$ cat src/rtl/geno_load_scheduler.sv
// geno_load_scheduler: sequences one epistasis run of the SNP-pair engine.
// Loads the case and control genotype streams into the engine BRAMs by
// alternating priority, pulses eng_start, waits for eng_done and raises a
// sticky interrupt.
//
// Optional feature (macro GEN_EOP_CHECK_EN): when defined, err flags any
// transfer whose eop does not match "this is the stream's last beat".
// When undefined, the eop inputs are ignored and err is tied to 0.
//
// Handshake: a beat transfers on the rising edge where valid & ready are both
// high. ready depends only on registered state, never on valid, and at most
// one of q_ready / r_ready is high in any cycle.
module geno_load_scheduler #(
    parameter int DATA_WIDTH = 512,
    parameter int ADDR_WIDTH = 16
) (
    input  logic                  clk,
    input  logic                  reset,
    input  logic                  go,
    input  logic                  abort,
    input  logic                  irq_clear,
    input  logic [ADDR_WIDTH-1:0] case_beats,
    input  logic [ADDR_WIDTH-1:0] ctrl_beats,
    input  logic [DATA_WIDTH-1:0] q_data,
    input  logic                  q_valid,
    output logic                  q_ready,
    input  logic                  q_eop,
    input  logic [DATA_WIDTH-1:0] r_data,
    input  logic                  r_valid,
    output logic                  r_ready,
    input  logic                  r_eop,
    output logic [DATA_WIDTH-1:0] wr_data,
    output logic [ADDR_WIDTH-1:0] wr_addr,
    output logic                  wr_case_en,
    output logic                  wr_ctrl_en,
    output logic                  eng_start,
    input  logic                  eng_done,
    output logic                  busy,
    output logic                  irq,
    output logic                  err
);

    typedef enum logic [2:0] {
        S_IDLE   = 3'd0,
        S_LOAD   = 3'd1,
        S_LAUNCH = 3'd2,
        S_RUN    = 3'd3,
        S_DONE   = 3'd4
    } state_t;

    localparam logic [ADDR_WIDTH-1:0] ONE = {{(ADDR_WIDTH-1){1'b0}}, 1'b1};

    state_t                r_state;
    state_t                w_state_next;
    logic [ADDR_WIDTH-1:0] r_case_lim;
    logic [ADDR_WIDTH-1:0] r_ctrl_lim;
    logic [ADDR_WIDTH-1:0] r_case_cnt;
    logic [ADDR_WIDTH-1:0] r_ctrl_cnt;
    logic                  r_prio_ctrl;   // 0: case stream has priority, 1: control
    logic [DATA_WIDTH-1:0] r_wr_data;
    logic [ADDR_WIDTH-1:0] r_wr_addr;
    logic                  r_wr_case_en;
    logic                  r_wr_ctrl_en;
    logic                  r_irq;
    logic                  r_err;

    logic w_in_load;
    logic w_case_complete;
    logic w_ctrl_complete;
    logic w_q_ready;
    logic w_r_ready;
    logic w_q_xfer;
    logic w_r_xfer;
    logic w_go_acc;
    logic w_irq_set;

    assign w_in_load       = (r_state == S_LOAD);
    assign w_case_complete = (r_case_cnt == r_case_lim);
    assign w_ctrl_complete = (r_ctrl_cnt == r_ctrl_lim);

    // Priority stream gets the slot; a stream that is already complete
    // hands the slot to the other one so it never stalls.
    assign w_q_ready = w_in_load & ~w_case_complete & (~r_prio_ctrl | w_ctrl_complete);
    assign w_r_ready = w_in_load & ~w_ctrl_complete & ( r_prio_ctrl | w_case_complete);

    assign w_q_xfer = q_valid & w_q_ready;
    assign w_r_xfer = r_valid & w_r_ready;

    // go only counts from IDLE or DONE, and abort overrides it.
    assign w_go_acc  = go & ~abort & ((r_state == S_IDLE) | (r_state == S_DONE));
    assign w_irq_set = (r_state == S_RUN) & eng_done & ~abort;

    // State register.
    always_ff @(posedge clk) begin
        if (reset) begin
            r_state <= S_IDLE;
        end else begin
            r_state <= w_state_next;
        end
    end

    // Next-state logic; abort returns to IDLE from any state.
    always_comb begin
        w_state_next = r_state;
        case (r_state)
            S_IDLE:   if (go) w_state_next = S_LOAD;
            S_LOAD:   if (w_case_complete && w_ctrl_complete && !w_q_xfer && !w_r_xfer)
                          w_state_next = S_LAUNCH;
            S_LAUNCH: w_state_next = S_RUN;
            S_RUN:    if (eng_done) w_state_next = S_DONE;
            S_DONE:   if (go) w_state_next = S_LOAD;
            default:  w_state_next = S_IDLE;
        endcase
        if (abort) begin
            w_state_next = S_IDLE;
        end
    end

    // Beat limits, per-stream counters and the alternating priority bit.
    always_ff @(posedge clk) begin
        if (reset) begin
            r_case_lim  <= '0;
            r_ctrl_lim  <= '0;
            r_case_cnt  <= '0;
            r_ctrl_cnt  <= '0;
            r_prio_ctrl <= 1'b0;
        end else if (abort) begin
            r_case_cnt  <= '0;
            r_ctrl_cnt  <= '0;
            r_prio_ctrl <= 1'b0;
        end else if (w_go_acc) begin
            r_case_lim  <= case_beats;
            r_ctrl_lim  <= ctrl_beats;
            r_case_cnt  <= '0;
            r_ctrl_cnt  <= '0;
            r_prio_ctrl <= 1'b0;
        end else begin
            if (w_q_xfer) r_case_cnt <= r_case_cnt + ONE;
            if (w_r_xfer) r_ctrl_cnt <= r_ctrl_cnt + ONE;
            if (w_in_load && !w_case_complete && !w_ctrl_complete)
                r_prio_ctrl <= ~r_prio_ctrl;
        end
    end

    // Registered BRAM write port: one cycle after each transfer. Not gated by
    // abort, so a beat accepted in the abort cycle is still written.
    always_ff @(posedge clk) begin
        if (reset) begin
            r_wr_data    <= '0;
            r_wr_addr    <= '0;
            r_wr_case_en <= 1'b0;
            r_wr_ctrl_en <= 1'b0;
        end else begin
            r_wr_case_en <= w_q_xfer;
            r_wr_ctrl_en <= w_r_xfer;
            if (w_q_xfer) begin
                r_wr_data <= q_data;
                r_wr_addr <= r_case_cnt;
            end else if (w_r_xfer) begin
                r_wr_data <= r_data;
                r_wr_addr <= r_ctrl_cnt;
            end
        end
    end

    // Sticky run-complete interrupt; a set beats a simultaneous clear.
    always_ff @(posedge clk) begin
        if (reset) begin
            r_irq <= 1'b0;
        end else if (w_irq_set) begin
            r_irq <= 1'b1;
        end else if (irq_clear || w_go_acc) begin
            r_irq <= 1'b0;
        end
    end

`ifdef GEN_EOP_CHECK_EN
    logic w_case_last;
    logic w_ctrl_last;

    assign w_case_last = ((r_case_cnt + ONE) == r_case_lim);
    assign w_ctrl_last = ((r_ctrl_cnt + ONE) == r_ctrl_lim);

    // Sticky framing error: eop must be high exactly on a stream's last beat.
    always_ff @(posedge clk) begin
        if (reset) begin
            r_err <= 1'b0;
        end else if (w_go_acc) begin
            r_err <= 1'b0;
        end else if ((w_q_xfer && (q_eop != w_case_last)) ||
                     (w_r_xfer && (r_eop != w_ctrl_last))) begin
            r_err <= 1'b1;
        end
    end
`else
    logic w_unused_eop;

    assign w_unused_eop = q_eop | r_eop;
    assign r_err        = 1'b0;
`endif

    assign q_ready    = w_q_ready;
    assign r_ready    = w_r_ready;
    assign wr_data    = r_wr_data;
    assign wr_addr    = r_wr_addr;
    assign wr_case_en = r_wr_case_en;
    assign wr_ctrl_en = r_wr_ctrl_en;
    assign eng_start  = (r_state == S_LAUNCH);
    assign busy       = w_in_load | (r_state == S_LAUNCH) | (r_state == S_RUN);
    assign irq        = r_irq;
    assign err        = r_err;

endmodule

$ cat config.mk
export PLATFORM = sky130hd
export DESIGN_NAME = geno_load_scheduler
export DESIGN_NICKNAME = d
export VERILOG_FILES = /design/src/rtl/geno_load_scheduler.sv
export SDC_FILE = /design/constraint.sdc
export NUM_CORES = 1
export LEC_CHECK = 0
export CORE_AREA = 4 4 627 629
export DETAILED_ROUTE_END_ITERATION = 10
export DIE_AREA = 0 0 631 633
export SLEW_MARGIN = 20
export SYNTH_ARGS = -nofsm -noshare
export SYNTH_HDL_FRONTEND = slang
export SYNTH_SLANG_ARGS = --single-unit
$ cat constraint.sdc
create_clock -name clk -period 2.91 [get_ports clk]
set_clock_uncertainty 0.2 [all_clocks]
set_input_delay 0.7275 -clock clk [delete_from_list [all_inputs] [get_ports clk]]
set_output_delay 0.7275 -clock clk [all_outputs]
set_load 0.01 [all_outputs]
# Word level (Yosys, flattened, before mapping)
# Cells that the tools add are included.
[word_totals]
latchBits = 0
n_memories = 0
ff_bits = 599
output_inout_bits = 536
wordCells = 69
in_bits = 1066
mem_bits_ro = 0
mem_bits_rw = 0
[classes]
div_mod_pow = 0
reduce_logical = 18
n_mux = 10
n_shift = 0
bitwise = 19
mul = 0
n_lt_le_gt_ge = 0
add_sub_neg = 2
n_eq_ne = 9
[op_table]
columns = ["cell", "n"]
rows = [
  ["$mux 512", 2],
  ["$add 16x1->16 const B", 2],
  ["$eq 16x16->1", 2],
  ["$mux 16", 2],
  ["$pmux 3 s4", 1],
  ["$and 1x1->1", 10],
  ["$mux 3", 3],
  ["$eq 3x2->1 const B", 2],
  ["$logic_and 1x1->1", 5],
  ["$or 1x1->1", 5],
  ["$logic_not 1->1", 4],
  ["$ne 2x1->1 const B", 2],
  ["$not 1->1", 4],
  ["$reduce_bool 2->1", 2],
  ["$reduce_or 2->1", 2],
  ["$eq 3x1->1 const B", 1],
  ["$eq 3x3->1 const B", 1],
  ["$logic_not 3->1", 1],
  ["$reduce_and 3->1", 1],
  ["$reduce_or 3->1", 1],
  ["$mux 1", 2],
  ["$ne 2x2->1 const B", 1],
  ["$reduce_and 2->1", 1],
  ["$logic_or 1x1->1", 1],
]

# Longest topological paths before layout
[depth]
depth_word = 10
mapped_depth = 10
depth_no_buf = 6

# Worst setup path after synthesis
# Ideal clock, no wire load.
[synth_timing]
path_type = "flip-flop to flip-flop"
startpoint = "register r_ctrl_cnt[11]"
endpoint = "register r_case_cnt[15]"
required_time_ps = 2638
stages_incl_launch_ff = 10
period_less_slack_ps = 2505
t_arrival_ps = 2233
setup_slack_ps = 405
n_path_buf = 3
setup_ps = 72
path_cell_list = "dfxtp_1 -> clkbuf_1 -> xnor2_1 -> nand4_1 -> nor4_2 -> o2111ai_1 -> buf_2 -> buf_2 -> nor4_1 -> mux2i_1"
[synth_via]
elab_chain_len = 4
[synth_lines]
columns = ["item", "line", "rtl"]
rows = [
  ["start, declared", "58", "logic [ADDR_WIDTH-1:0] r_ctrl_cnt;"],
  ["start signal, assigned", "139", "if (w_r_xfer) r_ctrl_cnt <= r_ctrl_cnt + ONE;"],
  ["$eq 16x16->1", "79", "assign w_ctrl_complete = (r_ctrl_cnt == r_ctrl_lim);"],
  ["$or 1x1->1", "83", "assign w_q_ready = w_in_load & ~w_case_complete & (~r_prio_ctrl | w_ctrl_complete);"],
  ["$and 1x1->1", "83", ""],
  ["$and 1x1->1", "86", "assign w_q_xfer = q_valid & w_q_ready;"],
  ["end signal, assigned", "138", "if (w_q_xfer) r_case_cnt <= r_case_cnt + ONE;"],
  ["end, declared", "57", "logic [ADDR_WIDTH-1:0] r_case_cnt;"],
]
# No other way between the ends.
# A chain may end at the register's enable or synchronous reset.

# Worst setup path after layout
[layout_timing]
startpoint = "register r_case_lim[11]"
endpoint = "output port r_ready"
[layout_via]
elab_chain_len = 3
[layout_lines]
columns = ["item", "line", "rtl"]
rows = [
  ["start, declared", "55", "logic [ADDR_WIDTH-1:0] r_case_lim;"],
  ["start signal, assigned", "132", "r_case_lim <= case_beats;"],
  ["$eq 16x16->1", "78", "assign w_case_complete = (r_case_cnt == r_case_lim);"],
  ["$or 1x1->1", "84", "assign w_r_ready = w_in_load & ~w_ctrl_complete & ( r_prio_ctrl | w_case_complete);"],
  ["$and 1x1->1", "84", ""],
  ["end, declared", "30", "output logic r_ready,"],
]
# No other way between the ends.

==> results.md <==
* Outcome: finished with violations
* Failing checks: setup timing
* Crit path to: r_ready
* Quantity of hold-fixing buffers added after cts at 0
* P_leak at 19.0 nW
* Via count at around 35000
* PortBufs at 1598
* Final setup fails at 556
* Total power at 24.9 mW
* P&R area growth vs syn at 118%
* Most used cell, CP: buf_6
* Worst setup path start: r_case_lim[11]
* Top cells by area, synth: dfxtp_1 (46%), a211oi_1 (15%), a21oi_1 (11%)
* Post-synth net total at 4418
* Overflow after GRT at 0
* Die Y at 633 µm
* Clk Tree Root Cell: clkbuf_16
* First-pass GRT wire length at 407000 µm
* RR Startpoint: r_case_lim[11]
* Critical Path Max Stage Delay at 0.33 ns
* Fin crit share at 118%
* #FFs+latches synth at 599
* Hold Fails Final Rpt at 0
* Pwr dens at 443 mW/mm²
* Netlist Area Pre-Place at 0.0258 mm²
* Number of flops mapped to enable cells by yosys at 0
* Routed vias/inst at 3.37
* Switch share at 30.3%
* Critical Path AT at 2.51 ns
* Clock Sinks at approximately 600
* Combinational power share at a little over a fifth
* Fin nets at 6157
* Max Cap Viol at 0
* Crit path max-delay cell type: dfxtp_2
* Post-synth cell types at 45
* Die Span X at 631 µm
* First drt pass iteration count at 6
* Cell with the most instances after synthesis: nand2_1
* Worst Hold Class: in2reg
* Initial antenna violation count at ~230
* Fin. max-slew vios at 0
* Clock share of power at 42.4%
* CP Cell Sequence: xor2_1 -> nor4_2 -> buf_4 -> nand4_4 -> buf_6 -> buf_6 -> a21oi_4 -> buf_12
* CTS tree: built
* R2R Setup Slk at -0.42 ns
* Crit Path Max Fanout at 3
* Reg2Reg Depth at 16
* Die area at 0.399 mm²
* Yosys warnings at 0
* R2R Path End: wr_data[201]
* Crit start category: flop
* GP Congestion at a little over 0.9
* Synth top area share at 46.5%
* Relative slew slack at ~53%
* Commonest cells post-synth: nand2_1 (627), dfxtp_1 (599), a21oi_1 (580), nor2_1 (536), a211oi_1 (527)
* Peak VDD IR at between 0.3 and 0.4 mV
* Register area share after synthesis at 46.5%
* Setup TNS at -138.53 ns
* Routed Wire Length at 348000 µm
* Psw at 7.55 mW
* Fin worst setup slack at -0.527 ns
* RSZ-0062 raised after global routing: true
* Post-Syn Instances at 3350
* Flop pwr share at 35.7%
* Clock input transition at the sequential cells of the worst setup and hold paths at 0.06 ns
* DR WL/cell at 33.4 µm
* Critical Path Sink Type: output pin
* F_max at 291 MHz
* Initial DRC Count at 2848
* Share of cells above drive strength 1 at 17.0%
* Crit path kind: reg2out
* Largest net degree at the start of global routing at 80
* Area leader, netlist: dfxtp_1
* CP required at between 1.5 and 2 ns
* Setup WS pre-CTS at -0.141 ns
* Residual DRC at 0
* Internal at about 17 mW
* I/O Pins at roughly 1600
* Longest Clk Path Bufs at 4
* Syn_area_per_cell at between 7 and 8 µm²
* Slew of the pin with the lowest slew margin at 0.713 ns
* Htree depth at 3
* Initial core utilization at 6.65%
* Top FF cell, synth: dfxtp_1
* Asr flop ratio synth at 0%
* CTS buffer count at 83
* Tot GR Track Use at ~16%
* Worst-Skew Late Latency at between 0.8 and 0.9 ns
* CORE AREA at 0.388 mm²
* Worst hold slack at 0.182 ns
* DPL Wire Length at 294000 µm
* Antenna viol nets, final at 0
* Post-layout min period at 3.44 ns
* Vias in the first global route at 32700
* Core Rows at between 200 and 250
## repair_timing
action	4_1_cts	5_1_grt
gates cloned	32	31
pin swaps	153	169
buffers inserted	55	31
hold endpoints to repair	0	0
gates resized for setup	199	337
endpoints found under the setup margin	643	637
## flip-flops by register name (all words and copies together), names as in the netlist
register     count
irq              1
wr_case_en       1
r_ctrl_cnt      16
wr_addr         16
r_ctrl_lim      16
wr_data        512
wr_ctrl_en       1
r_case_lim      16
r_prio_ctrl      1
r_case_cnt      16
r_state          3
## metrics by stage
| step | util (%) | instances | area [µm²] |
|---|---|---|---|
| final | 14.5 | 10400 | 56300 |
| after global placement | 12.7 | 10100 | 49200 |
| after CTS | 13.9 | 10300 | 53800 |
| after global routing | 14.5 | 10400 | 56200 |
| after detailed placement | 12.7 | 10100 | 49200 |
| after floorplan | - | 3350 | 25800 |
## power by group through the flow
stage	Sequential [mW]	Combinational (mW)	Clock, mW
floorplan	9.16	1.00	0
global placement	9.08	5.08	0
detailed placement	9.09	5.07	0
CTS	8.92	5.29	10.9
global route	8.95	5.77	11.1
finish	8.91	5.45	10.6
## final cells by class
type,instances,area [µm²]
clock inverters,23,259
multi-input cells,2425,13800
inverters,6,22.5
repair buffers,1974,21100
fillers,44200,332000
flip-flops and latches,599,12000
well taps,5197,6500
diodes,82,205
clock buffers,117,2420
## cell families after synthesis
kind of cell	share of synthesized area (%)
DFF	46.5
muxes	0.233
buffers and inverters	5.63
and+or+nand+nor	19.0
adders and majority gates	0.0969
AOI/OAI and AO/OA	27.5
xor gates and xnor gates	1.15
other	0.0145
## critical path, delay by kind of cell, from the launching register on
kind,cells,cell delay (ns)
AOI/OAI and AO/OA,1,0.14
xor gates and xnor gates,1,0.16
buffers and inverters,4,0.62
DFF,1,0.33
and+or+nand+nor,2,0.41
## how the worst min path moves through the flow
stage                   from            end  slack (ns)  cells after the start
5_1_grt                reset     r_state[2]        0.12                      4
3_3_place_gp    wr_data[152]   wr_data[152]        0.25                      2
3_5_place_dp    wr_data[325]   wr_data[325]        0.25                      2
6_report               reset     r_state[2]        0.18                      4
2_1_floorplan  r_case_lim[0]  r_case_lim[0]        0.25                      2
4_1_cts                reset     r_state[2]        0.06                      4
## metal layers
| metal | share of wire [%] | vias up | track usage (%) | wire (µm) |
|---|---|---|---|---|
| met5 | 0.14 | - | 0 | 487 |
| met4 | 5.3 | 72 | 5.77 | 18300 |
| met3 | 16 | 653 | 11.0 | 54900 |
| li1 | - | 15300 | - | - |
| met1 | 33 | 16800 | 15.6 | 114000 |
| met2 | 46 | 2221 | 27.2 | 160000 |
## layout by cell type, fill, tap and decap left out, types with 5 or more instances in the layout
master	instances
a21oi_4	39
o21ai_0	9
buf_16	41
clkbuf_1	16
buf_6	36
nor4_2	5
and3_1	6
a21oi_2	60
xnor2_1	16
clkbuf_16	109
nand4_1	11
buf_4	289
nand3_1	11
nor2_1	533
dlygate4sd2_1	87
o211ai_1	8
a211oi_2	126
buf_8	16
clkdlybuf4s50_1	1395
bufbuf_16	8
clkinv_2	9
or4_1	13
buf_12	77
dfxtp_1	589
nand2_1	620
dfxtp_2	9
inv_1	6
mux2i_1	6
a211oi_1	400
a21oi_1	481
clkbuf_8	15
nand2b_1	8
or3_1	9
xor2_1	16
diode_2	82
Note: power is estimated with default switching activity, not from simulation.
